[src/rtl/sfu_pkg.sv]
// Shared SFU definitions: sequencer states, special-function opcodes and the
// core datapath width.
package sfu_pkg;

   localparam int SFU_DW = 24;

   typedef logic [2:0] sfu_op_t;

   localparam sfu_op_t SFU_RCP  = 3'd0;
   localparam sfu_op_t SFU_RSQ  = 3'd1;
   localparam sfu_op_t SFU_SQRT = 3'd2;
   localparam sfu_op_t SFU_SIN  = 3'd3;
   localparam sfu_op_t SFU_COS  = 3'd4;
   localparam sfu_op_t SFU_EXP2 = 3'd5;
   localparam sfu_op_t SFU_LOG2 = 3'd6;

   typedef enum logic [1:0] {IDLE, ISSUE, WAIT, WB} sfu_state_t;

endpackage

[src/rtl/sfu_lane_sequencer_if.sv]
// Request, SFU-core and write-back signals of the lane sequencer.
// The slave modport is the sequencer's view; master is the surrounding logic.
interface sfu_lane_sequencer_if #(
   parameter int LANES  = 4,
   parameter int DW     = 24,
   parameter int DEST_W = 5
);
   logic                   req_valid_i;
   logic                   req_ready_o;
   sfu_pkg::sfu_op_t       req_op_i;
   logic [LANES*DW-1:0]    req_operand_i;
   logic [DEST_W-1:0]      req_dest_i;
   logic                   req_bank_i;
   logic [LANES-1:0]       req_lane_mask_i;

   logic [DW-1:0]          sfu_core_operand_o;
   sfu_pkg::sfu_op_t       sfu_core_special_op_o;
   logic                   sfu_valid_o;
   logic [DW-1:0]          sfu_core_result_i;
   logic                   sfu_core_valid_i;

   logic                   wb_valid_o;
   logic                   wb_ready_i;
   logic [LANES*DW-1:0]    wb_result_o;
   logic [DEST_W-1:0]      wb_dest_o;
   logic                   wb_bank_o;
   logic [LANES-1:0]       wb_lane_mask_o;
   logic                   busy_o;

   modport slave (
      input  req_valid_i, req_op_i, req_operand_i, req_dest_i, req_bank_i, req_lane_mask_i,
      input  sfu_core_result_i, sfu_core_valid_i, wb_ready_i,
      output req_ready_o, sfu_core_operand_o, sfu_core_special_op_o, sfu_valid_o,
      output wb_valid_o, wb_result_o, wb_dest_o, wb_bank_o, wb_lane_mask_o, busy_o
   );

   modport master (
      output req_valid_i, req_op_i, req_operand_i, req_dest_i, req_bank_i, req_lane_mask_i,
      output sfu_core_result_i, sfu_core_valid_i, wb_ready_i,
      input  req_ready_o, sfu_core_operand_o, sfu_core_special_op_o, sfu_valid_o,
      input  wb_valid_o, wb_result_o, wb_dest_o, wb_bank_o, wb_lane_mask_o, busy_o
   );
endinterface

[src/rtl/lane_pick.sv]
// Finds the next enabled lane: the lowest set mask bit when i_first, otherwise
// the lowest set bit strictly above i_ptr (no wrap-around).
module lane_pick #(
   parameter int LANES = 4,
   parameter int PW    = 2
) (
   input  logic [LANES-1:0] i_mask,
   input  logic [PW-1:0]    i_ptr,
   input  logic             i_first,
   output logic [PW-1:0]    o_lane,
   output logic             o_found
);
   logic [LANES-1:0] w_cand;

   generate
      for (genvar gi = 0; gi < LANES; gi++) begin : g_cand
         assign w_cand[gi] = i_mask[gi] && (i_first || (PW'(gi) > i_ptr));
      end
   endgenerate

   assign o_found = |w_cand;

   always_comb begin
      o_lane = '0;
      for (int i = LANES - 1; i >= 0; i--) begin
         if (w_cand[i]) o_lane = PW'(i);
      end
   end
endmodule

[src/rtl/sfu_lane_sequencer.sv]
// Serialises one SFU instruction across the enabled register-file lanes onto
// the single shared SFU core and returns one packed write-back.
module sfu_lane_sequencer
   import sfu_pkg::*;
#(
   parameter int LANES  = 4,
   parameter int DW     = SFU_DW,
   parameter int DEST_W = 5
) (
   input  logic              clk_i,
   input  logic              rst_ni,
   sfu_lane_sequencer_if.slave bus
);
   localparam int PW = (LANES > 1) ? $clog2(LANES) : 1;

   sfu_state_t          r_state;
   sfu_state_t          w_state_next;
   sfu_op_t             r_op;
   logic [LANES*DW-1:0] r_operand;
   logic [LANES*DW-1:0] r_result;
   logic [DEST_W-1:0]   r_dest;
   logic                r_bank;
   logic [LANES-1:0]    r_mask;
   logic [PW-1:0]       r_ptr;

   logic                w_first;
   logic [LANES-1:0]    w_pick_mask;
   logic [PW-1:0]       w_next_lane;
   logic                w_found;
   logic                w_accept;
   logic                w_result_ok;

   // In IDLE the picker looks at the incoming mask to seed the pointer.
   assign w_first     = (r_state == IDLE);
   assign w_pick_mask = w_first ? bus.req_lane_mask_i : r_mask;
   assign w_accept    = (r_state == IDLE) && bus.req_valid_i;
   assign w_result_ok = (r_state == WAIT) && bus.sfu_core_valid_i;

   lane_pick #(.LANES(LANES), .PW(PW)) u_lane_pick (
      .i_mask  (w_pick_mask),
      .i_ptr   (r_ptr),
      .i_first (w_first),
      .o_lane  (w_next_lane),
      .o_found (w_found)
   );

   always_ff @(posedge clk_i or negedge rst_ni) begin
      if (!rst_ni) r_state <= IDLE;
      else         r_state <= w_state_next;
   end

   always_comb begin
      w_state_next = r_state;
      case (r_state)
         IDLE:    if (w_accept) w_state_next = w_found ? ISSUE : WB;
         ISSUE:   w_state_next = WAIT;
         WAIT:    if (bus.sfu_core_valid_i) w_state_next = w_found ? ISSUE : WB;
         WB:      if (bus.wb_ready_i) w_state_next = IDLE;
         default: w_state_next = IDLE;
      endcase
   end

   always_ff @(posedge clk_i or negedge rst_ni) begin
      if (!rst_ni) begin
         r_op      <= '0;
         r_operand <= '0;
         r_result  <= '0;
         r_dest    <= '0;
         r_bank    <= 1'b0;
         r_mask    <= '0;
         r_ptr     <= '0;
      end else if (w_accept) begin
         r_op      <= bus.req_op_i;
         r_operand <= bus.req_operand_i;
         r_result  <= '0;
         r_dest    <= bus.req_dest_i;
         r_bank    <= bus.req_bank_i;
         r_mask    <= bus.req_lane_mask_i;
         r_ptr     <= w_next_lane;
      end else if (w_result_ok) begin
         r_result[int'(r_ptr)*DW +: DW] <= bus.sfu_core_result_i;
         if (w_found) r_ptr <= w_next_lane;
      end
   end

   assign bus.req_ready_o           = (r_state == IDLE);
   assign bus.busy_o                = (r_state != IDLE);
   assign bus.sfu_valid_o           = (r_state == ISSUE);
   assign bus.wb_valid_o            = (r_state == WB);
   assign bus.sfu_core_operand_o    = r_operand[int'(r_ptr)*DW +: DW];
   assign bus.sfu_core_special_op_o = r_op;
   assign bus.wb_result_o           = r_result;
   assign bus.wb_dest_o             = r_dest;
   assign bus.wb_bank_o             = r_bank;
   assign bus.wb_lane_mask_o        = r_mask;
endmodule

[src/flat_wrapper.sv]
// flat-port wrapper written by rule: the top's interface ports become plain ports
module sfu_lane_sequencer_flat import sfu_pkg::*;
#(
   parameter int LANES  = 4,
   parameter int DW     = SFU_DW,
   parameter int DEST_W = 5
)
  (clk_i, rst_ni, bus_req_valid_i, bus_req_op_i, bus_req_operand_i, bus_req_dest_i, bus_req_bank_i, bus_req_lane_mask_i, bus_sfu_core_result_i, bus_sfu_core_valid_i, bus_wb_ready_i, bus_req_ready_o, bus_sfu_core_operand_o, bus_sfu_core_special_op_o, bus_sfu_valid_o, bus_wb_valid_o, bus_wb_result_o, bus_wb_dest_o, bus_wb_bank_o, bus_wb_lane_mask_o, bus_busy_o);
  sfu_lane_sequencer_if #(.LANES(LANES), .DW(DW), .DEST_W(DEST_W)) bus_i ();
  input  logic clk_i;
  input  logic rst_ni;
  input wire logic [$bits(bus_i.req_valid_i)-1:0] bus_req_valid_i;
  input wire logic [$bits(bus_i.req_op_i)-1:0] bus_req_op_i;
  input wire logic [$bits(bus_i.req_operand_i)-1:0] bus_req_operand_i;
  input wire logic [$bits(bus_i.req_dest_i)-1:0] bus_req_dest_i;
  input wire logic [$bits(bus_i.req_bank_i)-1:0] bus_req_bank_i;
  input wire logic [$bits(bus_i.req_lane_mask_i)-1:0] bus_req_lane_mask_i;
  input wire logic [$bits(bus_i.sfu_core_result_i)-1:0] bus_sfu_core_result_i;
  input wire logic [$bits(bus_i.sfu_core_valid_i)-1:0] bus_sfu_core_valid_i;
  input wire logic [$bits(bus_i.wb_ready_i)-1:0] bus_wb_ready_i;
  output wire logic [$bits(bus_i.req_ready_o)-1:0] bus_req_ready_o;
  output wire logic [$bits(bus_i.sfu_core_operand_o)-1:0] bus_sfu_core_operand_o;
  output wire logic [$bits(bus_i.sfu_core_special_op_o)-1:0] bus_sfu_core_special_op_o;
  output wire logic [$bits(bus_i.sfu_valid_o)-1:0] bus_sfu_valid_o;
  output wire logic [$bits(bus_i.wb_valid_o)-1:0] bus_wb_valid_o;
  output wire logic [$bits(bus_i.wb_result_o)-1:0] bus_wb_result_o;
  output wire logic [$bits(bus_i.wb_dest_o)-1:0] bus_wb_dest_o;
  output wire logic [$bits(bus_i.wb_bank_o)-1:0] bus_wb_bank_o;
  output wire logic [$bits(bus_i.wb_lane_mask_o)-1:0] bus_wb_lane_mask_o;
  output wire logic [$bits(bus_i.busy_o)-1:0] bus_busy_o;
  assign bus_i.req_valid_i = bus_req_valid_i;
  assign bus_i.req_op_i = bus_req_op_i;
  assign bus_i.req_operand_i = bus_req_operand_i;
  assign bus_i.req_dest_i = bus_req_dest_i;
  assign bus_i.req_bank_i = bus_req_bank_i;
  assign bus_i.req_lane_mask_i = bus_req_lane_mask_i;
  assign bus_i.sfu_core_result_i = bus_sfu_core_result_i;
  assign bus_i.sfu_core_valid_i = bus_sfu_core_valid_i;
  assign bus_i.wb_ready_i = bus_wb_ready_i;
  assign bus_req_ready_o = bus_i.req_ready_o;
  assign bus_sfu_core_operand_o = bus_i.sfu_core_operand_o;
  assign bus_sfu_core_special_op_o = bus_i.sfu_core_special_op_o;
  assign bus_sfu_valid_o = bus_i.sfu_valid_o;
  assign bus_wb_valid_o = bus_i.wb_valid_o;
  assign bus_wb_result_o = bus_i.wb_result_o;
  assign bus_wb_dest_o = bus_i.wb_dest_o;
  assign bus_wb_bank_o = bus_i.wb_bank_o;
  assign bus_wb_lane_mask_o = bus_i.wb_lane_mask_o;
  assign bus_busy_o = bus_i.busy_o;
  sfu_lane_sequencer #(.LANES(LANES), .DW(DW), .DEST_W(DEST_W)) u_core (.clk_i(clk_i), .rst_ni(rst_ni), .bus(bus_i));
endmodule
[config.mk]
export PLATFORM = sky130hd
export DESIGN_NAME = sfu_lane_sequencer_flat
export DESIGN_NICKNAME = d
export VERILOG_FILES = /design/src/rtl/sfu_pkg.sv /design/src/rtl/sfu_lane_sequencer_if.sv /design/src/rtl/lane_pick.sv /design/src/rtl/sfu_lane_sequencer.sv /design/src/flat_wrapper.sv
export SDC_FILE = /design/constraint.sdc
export NUM_CORES = 1
export LEC_CHECK = 0
export CAP_MARGIN = 20
export CORE_ASPECT_RATIO = 0.7
export CORE_MARGIN = 1
export CORE_UTILIZATION = 51
export CTS_BUF_LIST = sky130_fd_sc_hd__clkbuf_4 sky130_fd_sc_hd__clkbuf_8 sky130_fd_sc_hd__clkbuf_16
export DETAILED_ROUTE_END_ITERATION = 8
export GPL_TIMING_DRIVEN = 0
export PLACE_DENSITY = 0.91
export RECOVER_POWER = 100
export SLEW_MARGIN = 0
export SYNTH_ARGS = -nofsm -noshare
export SYNTH_HDL_FRONTEND = slang
export SYNTH_HIERARCHICAL = 1
export SYNTH_SLANG_ARGS = --single-unit
export TNS_END_PERCENT = 50
[constraint.sdc]
create_clock -name clk_i -period 3.9 [get_ports clk_i]
set_input_delay 0.975 -clock clk_i [delete_from_list [all_inputs] [get_ports clk_i]]
set_output_delay 0.975 -clock clk_i [all_outputs]
set_load 0.02 [all_outputs]
---- Word level (Yosys, flattened, before mapping) ----
Index checks and enable logic that the tools add are counted.
storage, ports and cells
  memory bits (read-only) ................. 0
  bits in latches ......................... 0
  memories kept ........................... 0
  register bits ........................... 209
  RAM bits ................................ 0
  input port bits ......................... 138
  word-level logic and storage cells ...... 56
operators by class
  order comparisons ....................... 4
  multipliers ............................. 1
  divide/modulo/power cells ............... 0
  shifts and indexed selects .............. 3
  mux-type cells .......................... 16
  reduce and logical (&&, ||, !) cells .... 17
  equal/unequal tests ..................... 6
  add/subtract/negate cells ............... 1
  bitwise operators ....................... 0
operators by type and width
  kind                                                                       count
  96-bit 2-to-1 mux                                                          2
  96-bit bitwise mux                                                         1
  24-bit by 33-bit variable shift with 96-bit output (first input constant)  1
  24-bit by 33-bit variable part select with 96-bit output                   1
  96-bit by 32-bit variable part select with 24-bit output                   1
  32-bit negation with 33-bit output                                         1
  2-bit 2-to-1 mux                                                           11
  2-bit one-hot mux with 4 select lines                                      1
  1-bit logical AND                                                          6
  2-bit nonzero test                                                         3
  2-bit equality test (second input constant)                                2
  1-bit by 2-bit > comparator with 1-bit output (first input constant)       2
  2-bit > comparator (first input constant)                                  2
  1-bit logical OR                                                           4
  2-bit by 2-bit multiplier with 4-bit output (second input constant)        1
  4-bit 2-to-1 mux                                                           1
  2-bit != test (second input constant)                                      2
  4-bit OR reduction                                                         1
  3-bit AND reduction                                                        1
  2-bit by 1-bit equality test with 1-bit output (second input constant)     1
  2-bit logical NOT                                                          1
  2-bit by 1-bit != test with 1-bit output (second input constant)           1
  2-bit AND reduction                                                        1

---- Logic depth before layout (Yosys ltp) ----
  depth after elaboration ................. 10
  mapped depth ............................ 9
  mapped depth without buffers ............ 8

---- Cells and area by module ----
The synthesis kept the hierarchy.
modules (own cells, without submodules)
  module              area each (µm²)  cells an instance  seq. area each (µm²)  instances
  sfu_lane_sequencer  9310.2           875                5230.0                1
  lane_pick           91.3             15                 0.0                   1

---- Worst setup path before layout ----
No wires, ideal clock.
  path type ............................... register to register
  from .................................... register u_core.r_state[1]
  to ...................................... register u_core.r_ptr[0]
  required time ........................... 3.775 ns
  setup time .............................. 0.125 ns
  buffers on the path ..................... 1
  setup slack ............................. 1.132 ns
  stages on the path, launching flop included .. 10
  arrival time ............................ 2.643 ns
  cell sequence ........................... dfrtp_1 -> buf_2 -> nor2_1 -> mux2_2 -> nor2b_1 -> o32ai_1 -> o21ai_0 -> nand3_1 -> a21oi_1 -> mux2_2
on the way
  elaborated cells on any way between the ends .. 24
  classes of those cells .................. eq/ne (1); mux (8); reduce/logical (15)
RTL lines
  element                          line                      text
  start: declaration               sfu_lane_sequencer.sv:16  sfu_state_t r_state;
  start signal: assignment         sfu_lane_sequencer.sv:49  else r_state <= w_state_next;
  2-bit logical NOT                n/a
  named net bus_req_ready_o        flat_wrapper.sv:21        output wire logic [$bits(bus_i.req_ready_o)-1:0] bus_req_ready_o;
  4-bit 2-to-1 mux                 sfu_lane_sequencer.sv:35  assign w_pick_mask = w_first ? bus.req_lane_mask_i : r_mask;
  named net u_core.w_pick_mask[3]  sfu_lane_sequencer.sv:27  logic [LANES-1:0] w_pick_mask;
  1-bit logical AND                lane_pick.sv:17           assign w_cand[gi] = i_mask[gi] && (i_first || (PW'(gi) > i_ptr));
  4-bit OR reduction               lane_pick.sv:21           assign o_found = |w_cand;
  named net u_core.w_found         sfu_lane_sequencer.sv:29  logic w_found;
  2-bit nonzero test (no line)     n/a
  2-bit AND reduction (no line)    n/a
  end signal: assignment           sfu_lane_sequencer.sv:79  r_ptr <= w_next_lane;
  end signal: assignment           sfu_lane_sequencer.sv:82  if (w_found) r_ptr <= w_next_lane;
  end: declaration                 sfu_lane_sequencer.sv:24  logic [PW-1:0] r_ptr;
The timed path passes the listed nets, and every way through them passes these cells. The select of a mux whose other input is x is not followed.
A chain may end at the register's enable or synchronous reset.

---- Final worst setup path ----
  from .................................... register u_core.r_ptr[0]
  to ...................................... output port bus_sfu_core_operand_o[16]
on the way
  word-level cells in the longest chain between the ends .. 2
RTL lines
  element                                                   line                      text
  2-bit by 2-bit multiplier with 4-bit output               sfu_lane_sequencer.sv:90  assign bus.sfu_core_operand_o = r_operand[int'(r_ptr)*DW +: DW];
  96-bit by 32-bit variable part select with 24-bit output  sfu_lane_sequencer.sv:90
  end: declaration                                          flat_wrapper.sv:22        output wire logic [$bits(bus_i.sfu_core_operand_o)-1:0] bus_sfu_core_operand_o;
No other way between the ends.

==> flow_summary.ini <==
[sta]
timing.slew.headroom = -0.582
worst_pin_slew_ps = 2370
period_minus_slack_ps = 3780
setup-tns-final_ps = 0
layout_worst_path_cycle_share = 0.970
clock.fmax_mhz = 264
rsz0062_at_grt = no
skew_ps = 8.37
hold_viol = 0
slew_viol_final = 97
setup_viol = 0

[synth]
synth_ff_type = dfrtp_1
synth_edf_count = 0
yosys_register_bits = 209
synth_cell_type_count = 52
synth_top_family_by_area = simple AND/OR/NAND/NOR gates
synth.area.top_cells = dfrtp_1 56%, nand2_1 13%, a22o_1 6.1%
synth_area_sq_um = 9400
synth_xor_area_frac = 0
synth_simple_gate_area_frac = 0.183
yosysTopAreaCell = dfrtp_1
syn_inst = 890
async_flop_share = 1.00
synthesis.nets = 1034
syn_avg_cell_area_sq_um = 10.6
yosysWarnings = 6
synthAdderAreaFrac = 0.00799
ys_seq_area_frac = 0.556
synth_top_cell_area_share = 0.556
synthMuxAreaShare = 0.0817
synth_compound_area_frac = 0.137

[outcome]
status = finished, violations left
failed_checks = capacitance limit, slew limit

[floorplan]
dieArea_sq_um = 19000
start_util = 0.522
floorplan.rows = 41
io_pins = 275
die_h_um = 116
die_w_um = 164
core-area_sq_um = 18000

[setup_path]
r2r_slack_ps = 210
startpoint_type = flop
crit_type = flop to primary output
path_max_fanout = 10
cpPeakStageDelay_ps = 560
cp-end-kind = primary output
reg2reg_from = u_core/r_ptr[1]
rr_worst_depth = 9
crit_required_ps = 2920
slowest_stage = mux4_2
crit_chain = buf_2 -> clkbuf_4 -> mux4_2 -> clkdlybuf4s50_1
arrival_ps = 2810
r2r-end = u_core/bus.wb_result_o[56]

[clock_tree]
clock_path_buffers = 3
cts_tree = done
clk_latency_ps = 490
cts.sinks = 209
cts_root_buf = clkbuf_16
htree_levels = 1
post-cts-setup-buffers = 0
cts_made_buffers = 21
hold_buffers = 0
path_clk_slew_ps = 70

[pwr]
netSwitchingPower_uw = 4120
internal-power_uw = 6000
power_density_nw_per_um2 = 774
p_leak_uw = 0.00640
p_comb_frac = 0.476
clockPowerShare = 0.199
ir_worst_vdd_uv = 526
power_switching_share = 0.407
seqPwrFrac = 0.325

[place]
dp.cells = 1400
dpl_cell_area_sq_um = 12500
portBuffers = 273
gp_congestion = 0.949
hpwl_um = 22700

[routing]
first_pass_iters = 7
vias = 8621
drt-vias-per-instance = 6.00
initialDrtViolationCount = 1035
wl_per_cell_um = 22.1
wl_um = 31800
drc = 0
drt.antenna.violating_nets = 0

[grt]
antenna_found_initial = 1
grt_overflow_total = 0
gr-usage-all-layers = 0.340
grt_pass1_wl_um = 48600
grt_pass1_vias = 8706
grt_start_max_net_pins = 115

[final_layout]
final_cell_area_sq_um = 13100
syn_to_final_growth_pct = 39.1
drive_gt1_frac = 0.0833
layout.cells.non_filler = 1437
fin_nets = 1331

[worst_hold_path]
min_path_cells = 2
hold_end = u_core/bus.wb_dest_o[0]
hp-class = flop to flop
hp-start = u_core/bus.wb_dest_o[0]

[job]
max-cap-violations = 1
## worst max-delay path by stage
stage / start / end / slack [ps]
3_3_place_gp: rst_ni / u_core/bus.wb_result_o[36] / -6690
6_report: u_core/r_ptr[0] / bus_sfu_core_operand_o[16] / 120
2_1_floorplan: u_core/r_state[1] / u_core/r_ptr[0] / 1130
3_5_place_dp: u_core/r_ptr[1] / u_core/bus.wb_result_o[67] / 230
4_1_cts: u_core/r_ptr[1] / bus_sfu_core_operand_o[1] / 50
5_1_grt: u_core/r_ptr[0] / bus_sfu_core_operand_o[16] / 20
## area by class of cell
class / instances / area (sq um)
multi-input combinational: 610 / 3820
inverter: 6 / 22.5
tap: 236 / 295
fill: 1241 / 4930
sequential: 209 / 5230
antenna: 1 / 2.50
clock inverter: 5 / 55.1
timing repair buffer: 274 / 2740
clock buffer: 31 / 626
buffer: 65 / 287
## sequential cells by signal, summed over array words and instances (netlist names)
register                          flops
u_core/bus.sfu_core_special_op_o      3
u_core/r_state                        2
u_core/bus.wb_result_o               96
u_core/r_ptr                          2
u_core/r_operand                     96
u_core/bus.wb_bank_o                  1
u_core/bus.wb_lane_mask_o             4
u_core/bus.wb_dest_o                  5
## worst max-delay path: cells and delay by family (launching register included)
family,cells,cell delay (ps)
buf+inv,3,1190
mux,1,560
flops,1,550
## cells in the mapped netlist, types with 9 or more instances
master and number:
dfrtp_1 209, nand3_1 19, a22o_1 66, nand2_1 332
a32o_1 11, mux4_2 24, mux2i_1 16, clkbuf_1 31
a22oi_1 9, buf_2 28, o2bb2ai_1 11, o21ai_0 17
## power by group through the flow
| stage | combinational, uW | sequential, uW | clock, uW |
|---|---|---|---|
| 6_report | 4820 | 3290 | 2020 |
| 5_1_grt | 5140 | 3350 | 2130 |
| 4_1_cts | 4880 | 3270 | 2040 |
| 3_5_place_dp | 4820 | 3290 | 0 |
| 3_3_place_gp | 4660 | 3270 | 0 |
| 2_1_floorplan | 2720 | 3410 | 0 |
## placed cells by master (no fill, tap or decap), types with 3 or more instances in the layout
| master | Yosys | layout |
|---|---|---|
| mux2_2 | 6 | 5 |
| o31ai_1 | 4 | 4 |
| nand3_1 | 19 | 19 |
| nor3_1 | 4 | 4 |
| ha_1 | 6 | 6 |
| a22o_1 | 66 | 66 |
| a22oi_1 | 9 | 9 |
| clkdlybuf4s50_1 | 0 | 155 |
| nor2_1 | 6 | 6 |
| inv_1 | 5 | 5 |
| clkbuf_1 | 31 | 37 |
| nand2_1 | 332 | 332 |
| nor2b_1 | 5 | 5 |
| mux2i_1 | 16 | 16 |
| nand3b_1 | 8 | 8 |
| clkbuf_8 | 0 | 4 |
| dlygate4sd3_1 | 0 | 117 |
| and3_1 | 3 | 3 |
| a21oi_1 | 8 | 8 |
| o21ai_0 | 17 | 17 |
| clkbuf_2 | 0 | 6 |
| clkbuf_16 | 0 | 21 |
| clkbuf_4 | 0 | 7 |
| a211oi_1 | 7 | 7 |
| a32o_1 | 11 | 11 |
| o2bb2ai_1 | 11 | 11 |
| buf_2 | 28 | 20 |
| dfrtp_1 | 209 | 209 |
| a32oi_1 | 8 | 8 |
| a21boi_0 | 7 | 7 |
| mux4_2 | 24 | 24 |
## per-layer routing
layer	share of wire	vias to the layer above	track usage
met4	0.034	0	0.129
met3	0.11	82	0.0834
li1	-	3712	-
met2	0.45	530	0.501
met1	0.41	4297	0.491
met5	0	-	0
## cells by family after synthesis
family,count (synthesis)
AO/OA/AOI/OAI,159
adder cells (fa/ha/maj),6
buffers and inverters,71
flip-flops,209
multiplexers,46
AND/OR/NAND/NOR,399
## per-stage QoR
step	power, uW	util	worst slack (ps)	hold WS, ps
after floorplan	6140	-	1130	440
after global placement	7930	0.690	-6690	454
after detailed placement	8110	0.692	233	460
after CTS	10200	0.730	47.0	476
after global routing	10600	0.726	24.7	498
final	10100	0.726	118	471
## what timing repair did
item,CTS,global route
resized for setup,3,2
pin swaps,0,0
endpoints found under the setup margin,19,2
Note: power is estimated with default switching activity, not from simulation.
